File: src/rtl/mioc_dram_arbiter.sv
// ADAM DRAM sequencer: RAS/CAS/MUX generation and Z80 / 6801 DMA sharing.
// Moore outputs are registered from the next state so they never glitch.
module mioc_dram_arbiter #(
    parameter int T_CAS     = 2,
    parameter int MAX_BURST = 8
) (
    input  logic B_PHI,
    input  logic RST_N,
    input  logic BMREQ_N,
    input  logic BRFSH_N,
    input  logic BA15,
    input  logic DMA_N,
    input  logic DMA_BANK,
    input  logic BUSAK_N,
    output logic BUSRQ_N,
    output logic ADDRBUFEN_N,
    output logic RAS_N,
    output logic CAS1_N,
    output logic CAS2_N,
    output logic MUX,
    output logic DMA_ACK,
    output logic BUSY
);

    localparam logic [3:0] S_IDLE    = 4'd0;
    localparam logic [3:0] S_Z_RAS   = 4'd1;
    localparam logic [3:0] S_Z_CAS   = 4'd2;
    localparam logic [3:0] S_REF     = 4'd3;
    localparam logic [3:0] S_PRE     = 4'd4;
    localparam logic [3:0] S_DMA_REQ = 4'd5;
    localparam logic [3:0] S_DMA_RAS = 4'd6;
    localparam logic [3:0] S_DMA_CAS = 4'd7;
    localparam logic [3:0] S_DMA_PRE = 4'd8;
    localparam logic [3:0] S_DMA_REL = 4'd9;

    localparam logic [2:0] CYC_LAST  = 3'(T_CAS - 1);
    localparam logic [7:0] BURST_MAX = 8'(MAX_BURST);

    logic [3:0] state_q, state_d;
    logic       bank_q, bank_d;
    logic [2:0] cyc_q, cyc_d;
    logic [7:0] burst_q, burst_d;

    logic ras_d, cas1_d, cas2_d, mux_d, busrq_d, abe_d, ack_d, busy_d;
    logic ras_q, cas1_q, cas2_q, mux_q, busrq_q, abe_q, ack_q, busy_q;

    always_comb begin
        state_d = state_q;
        bank_d  = bank_q;
        cyc_d   = cyc_q;
        burst_d = burst_q;
        case (state_q)
            S_IDLE: begin
                if (!BMREQ_N && !BRFSH_N) begin
                    state_d = S_REF;
                end else if (!BMREQ_N) begin
                    state_d = S_Z_RAS;
                    bank_d  = BA15;
                end else if (!DMA_N) begin
                    state_d = S_DMA_REQ;
                end
            end
            S_Z_RAS: state_d = S_Z_CAS;
            S_Z_CAS: if (BMREQ_N) state_d = S_PRE;
            S_REF:   if (BMREQ_N) state_d = S_PRE;
            S_PRE:   state_d = S_IDLE;
            S_DMA_REQ: begin
                if (!BUSAK_N && !DMA_N) begin
                    state_d = S_DMA_RAS;
                    burst_d = 8'd0;
                end else if (DMA_N && BUSAK_N) begin
                    state_d = S_IDLE;
                end else if (DMA_N) begin
                    state_d = S_DMA_REL;
                end
            end
            S_DMA_RAS: begin
                state_d = S_DMA_CAS;
                bank_d  = DMA_BANK;
                cyc_d   = 3'd0;
            end
            S_DMA_CAS: begin
                if (cyc_q == CYC_LAST) state_d = S_DMA_PRE;
                else cyc_d = cyc_q + 3'd1;
            end
            S_DMA_PRE: begin
                if (burst_q != BURST_MAX) burst_d = burst_q + 8'd1;
                // a vanished grant finishes the access, then releases at once
                if (!DMA_N && !BUSAK_N && burst_d < BURST_MAX)
                    state_d = S_DMA_RAS;
                else
                    state_d = S_DMA_REL;
            end
            S_DMA_REL: if (BUSAK_N) state_d = S_IDLE;
            default:   state_d = S_IDLE;
        endcase
    end

    always_comb begin
        ras_d   = 1'b1;
        cas1_d  = 1'b1;
        cas2_d  = 1'b1;
        mux_d   = 1'b0;
        busrq_d = 1'b1;
        abe_d   = 1'b0;
        ack_d   = 1'b0;
        busy_d  = (state_d != S_IDLE);
        case (state_d)
            S_Z_RAS, S_REF: ras_d = 1'b0;
            S_Z_CAS: begin
                ras_d  = 1'b0;
                mux_d  = 1'b1;
                cas1_d = bank_d;
                cas2_d = !bank_d;
            end
            S_DMA_REQ: busrq_d = 1'b0;
            S_DMA_RAS: begin
                busrq_d = 1'b0;
                abe_d   = 1'b1;
                ras_d   = 1'b0;
            end
            S_DMA_CAS: begin
                busrq_d = 1'b0;
                abe_d   = 1'b1;
                ras_d   = 1'b0;
                mux_d   = 1'b1;
                cas1_d  = bank_d;
                cas2_d  = !bank_d;
                ack_d   = (cyc_d == CYC_LAST);
            end
            S_DMA_PRE: begin
                busrq_d = 1'b0;
                abe_d   = 1'b1;
            end
            S_DMA_REL: abe_d = 1'b1;
            default: ;
        endcase
    end

    always_ff @(posedge B_PHI) begin
        if (!RST_N) begin
            state_q <= S_IDLE;
            bank_q  <= 1'b0;
            cyc_q   <= 3'd0;
            burst_q <= 8'd0;
            ras_q   <= 1'b1;
            cas1_q  <= 1'b1;
            cas2_q  <= 1'b1;
            mux_q   <= 1'b0;
            busrq_q <= 1'b1;
            abe_q   <= 1'b0;
            ack_q   <= 1'b0;
            busy_q  <= 1'b0;
        end else begin
            state_q <= state_d;
            bank_q  <= bank_d;
            cyc_q   <= cyc_d;
            burst_q <= burst_d;
            ras_q   <= ras_d;
            cas1_q  <= cas1_d;
            cas2_q  <= cas2_d;
            mux_q   <= mux_d;
            busrq_q <= busrq_d;
            abe_q   <= abe_d;
            ack_q   <= ack_d;
            busy_q  <= busy_d;
        end
    end

    assign RAS_N       = ras_q;
    assign CAS1_N      = cas1_q;
    assign CAS2_N      = cas2_q;
    assign MUX         = mux_q;
    assign BUSRQ_N     = busrq_q;
    assign ADDRBUFEN_N = abe_q;
    assign DMA_ACK     = ack_q;
    assign BUSY        = busy_q;

endmodule

File: config.mk
export PLATFORM = sky130hd
export DESIGN_NAME = mioc_dram_arbiter
export DESIGN_NICKNAME = d
export VERILOG_FILES = /design/src/rtl/mioc_dram_arbiter.sv
export SDC_FILE = /design/constraint.sdc
export NUM_CORES = 1
export LEC_CHECK = 0
export CAP_MARGIN = 25
export CORE_MARGIN = 5
export CORE_UTILIZATION = 39
export CTS_BUF_LIST = sky130_fd_sc_hd__clkbuf_8
export CTS_CLUSTER_SIZE = 10
export DETAILED_ROUTE_END_ITERATION = 12
export GPL_TIMING_DRIVEN = 1
export SYNTH_ARGS = -nofsm -noshare
export SYNTH_HDL_FRONTEND = slang
export SYNTH_SLANG_ARGS = --single-unit
File: constraint.sdc
create_clock -name B_PHI -period 4.65 [get_ports B_PHI]
set_input_delay 0.93 -clock B_PHI [delete_from_list [all_inputs] [get_ports B_PHI]]
set_output_delay 0.93 -clock B_PHI [all_outputs]
set_load 0.03 [all_outputs]
==> results.yml, run 1 <==
floorplanning:
  dieArea_um2: 4940
  coreArea_um2: 3580
  start_util_pct: 39.6
  die_w_um: 70.3
  die_h_um: 70.3
  rows: 22
  io_pins: 16
timing:
  fin_crit_ns: 2.75
  hold_ws_ns: 0.530
  rsz0062_at_grt: "no"
  slew_violations: 0
  relSlewSlack_pct: 62.4
  min_period_over_period_pct: 59.2
  clock_skew_ns: 0.00230
  fin_tns_setup_ns: 0
  achievable-frequency_mhz: 363
  worst_slew_pin_slew_ns: 0.558
  setup_viol: 0
  hold_viol: 0
cts:
  cts_sinks: 24
  cts_buffer_depth: 2
  hold_buffers: 0
  cts_buffers: 3
  cts-resized-gates: 0
  clk_pin_slew_worst_paths_ns: 0.08
  htreeDepth: 1
  cts_tree: "built"
  clockRootBuffer: "clkbuf_8"
  cts_setup_buffers: 0
  worstSkewPairLatency_ns: 0.26
critical_path:
  worst-path-buf-inv: 1
  cp_cell_sequence: "clkdlybuf4s50_1 -> xnor2_1 -> o22ai_1 -> a221o_1 -> o21ai_0 -> or3b_2"
  cpMaxStageDelayCell: "clkdlybuf4s50_1"
  critPathKind: "in -> reg"
  path_delay_family: "compound AO/OA/AOI/OAI gates"
  cp_slowest_stage_delay_ns: 0.58
  worstSetupEndpointType: "register"
  crit_path_max_fanout: 5
  arrival_ns: 2.90
  cp.required_ns: 4.79
  reg2reg_slack_ns: 2.17
  crit_path_start_kind: "primary input"
  path_depth: 6
  r2r_cells: 6
final_layout:
  fin_util_pct: 46.0
  diodes: 0
  area_growth_pct: 16.2
  n_fill_cell: 371
  fin_cells: 234
  nets: 199
  regArea_um2: 480
  final_layout_size_suffix_gt1_share_pct: 6.99
  multi_input_area_um2: 862
  design_area_um2: 1650
worst_hold_path:
  hp-class: "reg -> reg"
  hold_depth: 2
place:
  portBuffers: 15
  dpl.hpwl_um: 2440
  place_area_um2: 1580
  place_inst: 230
  place_congestion: 0.853
job:
  cap_violations: 0
drt:
  wl_met1_um: 1450
  top_layer_used: "met4"
  dr.pass1.iters: 4
  drtIter0Drc: 91
  via_count: 1331
  drc: 0
  via_per_inst: 5.69
  routedWlPerCell_um: 14.0
  route.met3.wl_um: 172
  wl_met2_um: 1620
  ant_nets: 0
  wl_um: 3280
global_routing:
  grt_max_degree: 17
  grt_pass1_wl_um: 5730
  grt.total_usage_pct: 13.9
  grt_pass1_vias: 1256
  grt.overflow.total: 0
  antenna_found_initial: 0
power:
  combPwrFrac_pct: 18.6
  max-vdd-ir-drop_mv: 0.0961
  leakagePower_nw: 0.590
  p_per_area_nw_per_um2: 308
  p_sw_mw: 0.132
  p_int_mw: 0.375
  swShare_pct: 26.1
  seqPwrFrac_pct: 45.5
  clock_power_share_pct: 35.9
logic_synthesis:
  synth-seq-cells: 24
  synth_nets: 187
  synthAdderAreaFrac_pct: 3.53
  synth.area.mux_share_pct: 1.50
  yosysUniqueCellTypes: 53
  syn_avg_cell_area_um2: 8.10
  synth_xor_area_share_pct: 0.618
  yosysSeqAreaShare_pct: 33.9
  synthArstFlopShare_pct: 0
  yosys_warnings: 0
  synth-main-ff-cell: "dfxtp_1"
  synth_top_family_by_area: "simple AND/OR/NAND/NOR gates"
  synth_area_um2: 1420
  syn-instance-count: 175
  synth-compound-area-share_pct: 24.6
  synth_enable_flop_cells: 0
  synth-simple-area-share_pct: 30.5
run_status:
  status: "finished, final reports clean"
power by group through the flow:
stage / registers, mW / clock network [mW] / logic, mW
after CTS: 0.230 / 0.188 / 0.0939
after global routing: 0.233 / 0.196 / 0.102
after global placement: 0.234 / 0 / 0.0923
after floorplan: 0.241 / 0 / 0.0567
final: 0.231 / 0.182 / 0.0944
after detailed placement: 0.235 / 0 / 0.0935
final timing paths:
path | endpoint | start
min | cyc_q[0] | cyc_q[0]
max | CAS1_N | DMA_N
max reg2reg | CAS1_N | cyc_q[0]
min reg2reg | cyc_q[0] | cyc_q[0]
registers in the layout, indices dropped and copies added (netlist names):
signal,flops
state_q,4
burst_q,8
DMA_ACK,1
CAS1_N,1
RAS_N,1
CAS2_N,1
cyc_q,3
ADDRBUFEN_N,1
MUX,1
bank_q,1
BUSRQ_N,1
BUSY,1
layer usage:
| layer | up-vias | track usage (%) |
|---|---|---|
| li1 | 666 | - |
| met1 | 625 | 17.3 |
| met2 | 36 | 24.0 |
| met3 | 4 | 2.73 |
| met4 | 0 | 4.47 |
| met5 | - | 0 |
logic make-up (layout without fill, tap and decap cells):
family / count (synthesis) / in the layout
DFF: 24 / 24
muxes: 2 / 2
and+or+nand+nor: 78 / 78
AOI/OAI and AO/OA: 52 / 52
adders and majority gates: 4 / 4
buffers and inverters: 14 / 25
xor gates and xnor gates: 1 / 1
final cells by class:
cell class	count	share of cell area [%]
multi-input combinational	137	52.4
sequential	24	29.2
timing repair buffer	15	9.12
tap	48	3.65
clock buffer	3	2.51
clock inverter	1	1.82
inverter	6	1.37
worst register-to-register path, cell delays in order (launching register included):
cell	delay [ns]
dfxtp_1	0.41
ha_1	0.22
nor2b_1	0.47
a21oi_1	0.19
a221o_1	0.31
o21ai_0	0.27
or3b_2	0.49
per-stage QoR:
stage | setup slack, ns | total power, mW
final | 1.90 | 0.507
after global routing | 1.83 | 0.530
after CTS | 1.95 | 0.512
after detailed placement | 1.67 | 0.329
after global placement | 1.74 | 0.327
after floorplan | 2.38 | 0.297
synth_stat cells, drive strengths merged, types with 5 or more instances:
cell type	count	area share [%]
nand2	14	3.7
a21oi	13	4.6
dfxtp	24	34
and2	9	4.1
nand3b	6	3.2
nor2	13	3.4
nand3	6	2.1
clkbuf	5	1.5
nor3	5	1.8
o21ai	11	3.9
inv	6	1.6
placed cells by master, fill, tap and decap left out, types with 2 or more instances in the layout:
cell and n:
o21ai_0 11, a22oi_1 2, a31oi_1 3, nand2_1 14, o21a_1 3, nor3_1 5
nor2_1 13, dfxtp_1 24, nand3_1 6, and2b_2 2, clkbuf_8 3, a211oi_1 2
nor2b_1 3, nor4_1 4, inv_1 6, ha_1 4, nand4_1 4, a21oi_1 13
and2_1 7, nand2b_1 3, clkdlybuf4s50_1 15, or3b_2 2, o211ai_1 3, nand3b_1 6
(Power assumes the default switching activity.)
==> inputs of run 2 (changes only) <==
==> constraint.sdc (replaced) <==
create_clock -name B_PHI -period 2.6 [get_ports B_PHI]
set_input_delay 0.52 -clock B_PHI [delete_from_list [all_inputs] [get_ports B_PHI]]
set_output_delay 0.52 -clock B_PHI [all_outputs]
set_load 0.03 [all_outputs]
==> run 2 against run 1 <==
  * Via count rose by 2.0%
  * Routed wire length up 3.7%
  * First-iteration DRC count grew 59%
  * Critical path type unchanged
  * Utilization rose by 1.3 points
  * Non-clock buffer count grew 6
  * Clock skew grew 0.0016 ns
  * Register-to-register slack got worse by 1.8 ns
  * Largest cell class unchanged
  * Global-route usage grew 0.80 points
  * Flip-flop and latch count stayed put
  * Cell area rose by 2.7%
==> results.yml, run 2 (synthesized netlist as in run 1, its figures left out) <==
power:
  leakagePower_nw: 0.619
  max-vdd-ir-drop_mv: 0.155
  p_per_area_nw_per_um2: 543
cts:
  cts-resized-gates: 0
  clk_pin_slew_worst_paths_ns: 0.08
  cts_buffers: 3
  htreeDepth: 1
  hold_buffers: 0
  cts_tree: "built"
  worstSkewPairLatency_ns: 0.27
  cts_buffer_depth: 2
  cts_sinks: 24
  cts_setup_buffers: 0
  clockRootBuffer: "clkbuf_8"
global_routing:
  grt_pass1_vias: 1336
  grt_max_degree: 15
  grt.overflow.total: 0
  antenna_found_initial: 0
  grt_pass1_wl_um: 6170
  grt.total_usage_pct: 14.7
timing:
  setup_viol: 0
  min_period_over_period_pct: 86.9
  slew_violations: 0
  fin_crit_ns: 2.26
  relSlewSlack_pct: 63.6
  worst_slew_pin_slew_ns: 0.541
  fin_tns_setup_ns: 0
  achievable-frequency_mhz: 442
  rsz0062_at_grt: "no"
  hold_viol: 0
  clock_skew_ns: 0.00386
final_layout:
  nets: 205
  fin_util_pct: 47.3
  area_growth_pct: 19.3
  final_layout_size_suffix_gt1_share_pct: 9.90
  regMostFlops: "burst_q"
  final_cell_mix: "dfxtp_1 (24), clkdlybuf4s50_1 (15), nand2_1 (14)"
  top_regs: "burst_q x8, state_q x4, cyc_q x3"
  diodes: 0
  largest_reg_flops: 8
  layout_commonest_cell: "dfxtp_1"
floorplanning:
  rows: 22
  die_w_um: 70.3
  start_util_pct: 39.6
  die_h_um: 70.3
  io_pins: 16
  dieArea_um2: 4940
  coreArea_um2: 3580
critical_path:
  critPathKind: "in -> reg"
  worstSetupEndpointType: "register"
  r2r_cells: 6
  crit_path_start_kind: "primary input"
  crit_path_max_fanout: 5
  arrival_ns: 2.41
  cp.required_ns: 2.75
drt:
  dr.pass1.iters: 4
  via_per_inst: 5.65
  drc: 0
  drtIter0Drc: 145
  via_count: 1357
  routedWlPerCell_um: 14.2
  ant_nets: 0
  wl_um: 3400
place:
  portBuffers: 15
  dpl.hpwl_um: 2580
  place_congestion: 0.908
worst_hold_path:
  hold_depth: 2
  hp-class: "reg -> reg"
run_status:
  status: "finished, final reports clean"
job:
  cap_violations: 0
-- run 2: cell count changes in the layout (fill, tap and decap cells not counted), sizes merged --
cell,before,now
buf,0,6
-- run 2: power breakdown --
part           internal [mW]  total, mW  switching (mW)  leakage [nW]
Sequential             0.388      0.410          0.0216         0.195
Combinational         0.0856      0.182          0.0964         0.388
Clock                  0.206      0.327           0.122        0.0357
Total                  0.679      0.919           0.240         0.619
-- run 2: final timing paths --
| check | start | end | slack (ns) |
|---|---|---|---|
| max | DMA_N | CAS1_N | 0.34 |
| min | cyc_q[0] | cyc_q[0] | 0.53 |
| max reg2reg | burst_q[0] | RAS_N | 0.38 |
| min reg2reg | cyc_q[0] | cyc_q[0] | 0.53 |
-- run 2: through the flow --
step	instances	instance area (um2)	total power [mW]	hold WS, ns	setup slack, ns
finish	240	1690	0.919	0.528	0.340
detailed placement	236	1620	0.600	0.512	0.0737
global route	240	1690	0.966	0.566	0.164
CTS	240	1690	0.927	0.526	0.340
global placement	236	1620	0.597	0.499	0.142
floorplan	175	1420	0.532	0.479	0.575
-- run 2: cell type report --
cell class              count  area (um2)
repair buffers             21         195
inverters                   6        22.5
clock inverters             1        30.0
multi-input cells         137         862
flip-flops and latches     24         480
well taps                  48        60.1
clock buffers               3        41.3
fillers                   350        1890
-- run 2: per-layer routing --
layer / vias to the layer above / GRT usage (%) / part of all wire (%)
met3: 4 / 2.73 / 3.1
met5: - / 0 / 0
met4: 0 / 3.83 / 0.68
li1: 681 / - / -
met1: 647 / 19.4 / 47
met2: 25 / 24.5 / 50
-- run 2: critical path: stages --
cell and delay, ns:
clkdlybuf4s50_1 0.59, xnor2_1 0.15, o22ai_1 0.11, a221o_1 0.34, o21ai_0 0.24, or3b_2 0.46
==> inputs of run 3 (changes only) <==
--- a/config.mk
+++ b/config.mk
@@ -11,7 +11,9 @@
 export CTS_BUF_LIST = sky130_fd_sc_hd__clkbuf_8
 export CTS_CLUSTER_SIZE = 10
 export DETAILED_ROUTE_END_ITERATION = 12
+export GPL_ROUTABILITY_DRIVEN = 0
 export GPL_TIMING_DRIVEN = 1
+export RECOVER_POWER = 100
 export SYNTH_ARGS = -nofsm -noshare
 export SYNTH_HDL_FRONTEND = slang
 export SYNTH_SLANG_ARGS = --single-unit
==> run 3 against run 2 <==
  * Hold slack barely moved
  * Critical endpoint unchanged
  * Critical path depth did not move
  * Largest power group unchanged
  * Clock-buffer cell count did not move
  * Total power fell by 0.84%
  * Die area did not move
  * Via count rose by 0.74%
  * Routed wire length fell by 0.38%
  * Critical path type unchanged
  * Final cell count did not move
==> results.yml, run 3 (synthesized netlist as in run 1, its figures left out) <==
cts:
  cts_tree: "built"
  cts_sinks: 24
  cts_setup_buffers: 0
  worstSkewPairLatency_ns: 0.27
  hold_buffers: 0
  cts_buffers: 3
  cts-resized-gates: 0
  clockRootBuffer: "clkbuf_8"
  clk_pin_slew_worst_paths_ns: 0.08
  cts_buffer_depth: 2
  htreeDepth: 1
power:
  max-vdd-ir-drop_mv: 0.256
  power_mw: 0.911
  p_per_area_nw_per_um2: 543
  leakagePower_nw: 0.614
timing:
  fin_tns_setup_ns: 0
  achievable-frequency_mhz: 435
  worst_slew_pin_slew_ns: 0.555
  setup_viol: 0
  fin_crit_ns: 2.30
  rsz0062_at_grt: "no"
  min_period_over_period_pct: 88.4
  slew_violations: 0
  clock_skew_ns: 0.0101
  relSlewSlack_pct: 62.6
  hold_viol: 0
critical_path:
  worstSetupEndpointType: "register"
  reg2reg_slack_ns: 0.38
  crit_path_max_fanout: 5
  worstSetupStartpoint: "DMA_N"
  cp_slowest_stage_delay_ns: 0.65
  rr_endpoint: "RAS_N"
  cpMaxStageDelayCell: "dlygate4sd3_1"
  cp.required_ns: 2.75
  r2r_start: "burst_q[0]"
  crit_path_start_kind: "primary input"
  critPathKind: "in -> reg"
  arrival_ns: 2.45
  r2r_cells: 6
  cp_cell_sequence: "dlygate4sd3_1 -> xnor2_1 -> o22ai_1 -> a221o_1 -> o21ai_0 -> or3b_2"
drt:
  via_count: 1367
  dr.pass1.iters: 4
  drc: 0
  ant_nets: 0
  drtIter0Drc: 121
  wl_um: 3390
  routedWlPerCell_um: 14.1
  via_per_inst: 5.70
global_routing:
  grt.overflow.total: 0
  antenna_found_initial: 0
  grt_pass1_vias: 1305
  grt_max_degree: 17
  grt.total_usage_pct: 14.4
  grt_pass1_wl_um: 5870
worst_hold_path:
  hp-class: "reg -> reg"
  min_from: "cyc_q[0]"
  hold_depth: 2
  holdPathEnd: "cyc_q[0]"
place:
  portBuffers: 15
  dpl.hpwl_um: 2570
floorplanning:
  rows: 22
  coreArea_um2: 3580
  die_w_um: 70.3
  die_h_um: 70.3
  dieArea_um2: 4940
  start_util_pct: 39.6
  io_pins: 16
final_layout:
  area_growth_pct: 18.4
  nets: 205
  layout_commonest_cell: "dfxtp_1"
  final_layout_size_suffix_gt1_share_pct: 8.85
  largest_reg_flops: 8
  top_regs: "burst_q x8, state_q x4, cyc_q x3"
  diodes: 0
  final_cell_mix: "dfxtp_1 (24), nand2_1 (14), nor2_1 (13), a21oi_1 (13), o21ai_0 (11)"
  regMostFlops: "burst_q"
run_status:
  status: "finished, final reports clean"
job:
  cap_violations: 0
[run 3: cell types whose count changed in the layout (fill, tap and decap cells not counted), sizes merged]
cell	previous run	this run
buf	6	5
clkbuf	3	4
clkdlybuf4s50	15	6
dlygate4sd3	0	9
[run 3: per-stage QoR]
stage / area (um2) / cells / worst slack [ns] / hold WS (ns) / utilization, %
after detailed placement: 1620 / 236 / 0.0968 / 0.520 / 45.3
final: 1680 / 240 / 0.302 / 0.528 / 46.9
after CTS: 1690 / 240 / 0.374 / 0.533 / 47.3
after floorplan: 1420 / 175 / 0.575 / 0.479 / -
after global routing: 1680 / 240 / 0.142 / 0.582 / 46.9
after global placement: 1620 / 236 / 0.142 / 0.499 / 45.3
[run 3: worst max path at each step]
| stage | endpoint | slack (ns) |
|---|---|---|
| floorplan | CAS1_N | 0.58 |
| global placement | CAS1_N | 0.14 |
| detailed placement | CAS1_N | 0.1 |
| CTS | CAS1_N | 0.37 |
| global route | RAS_N | 0.14 |
| finish | CAS1_N | 0.30 |
[run 3: power by group]
part	internal (mW)	total (mW)	switching [mW]	leakage, nW
Combinational	0.0777	0.169	0.0912	0.383
Sequential	0.388	0.412	0.0238	0.195
Clock	0.206	0.331	0.125	0.0357
Total	0.672	0.911	0.240	0.614
[run 3: cell type report]
type | count | area (um2)
sequential | 24 | 480
clock buffer | 3 | 41.3
clock inverter | 1 | 30.0
timing repair buffer | 21 | 191
tap | 48 | 60.1
fill | 372 | 1900
multi-input combinational | 137 | 853
inverter | 6 | 22.5
[run 3: routing by layer]
layer / GRT usage (%) / up-vias / routed length (um)
met4: 6.17 / 0 / 65
li1: - / 679 / -
met2: 23.0 / 37 / 1620
met1: 18.7 / 644 / 1520
met5: 0 / - / 0
met3: 2.88 / 7 / 183
[run 3: critical path, delay by kind of cell]
family	cells	cell delay, ns
compound gates	3	0.68
xor+xnor	1	0.14
buf+inv	1	0.65
simple gates	1	0.45
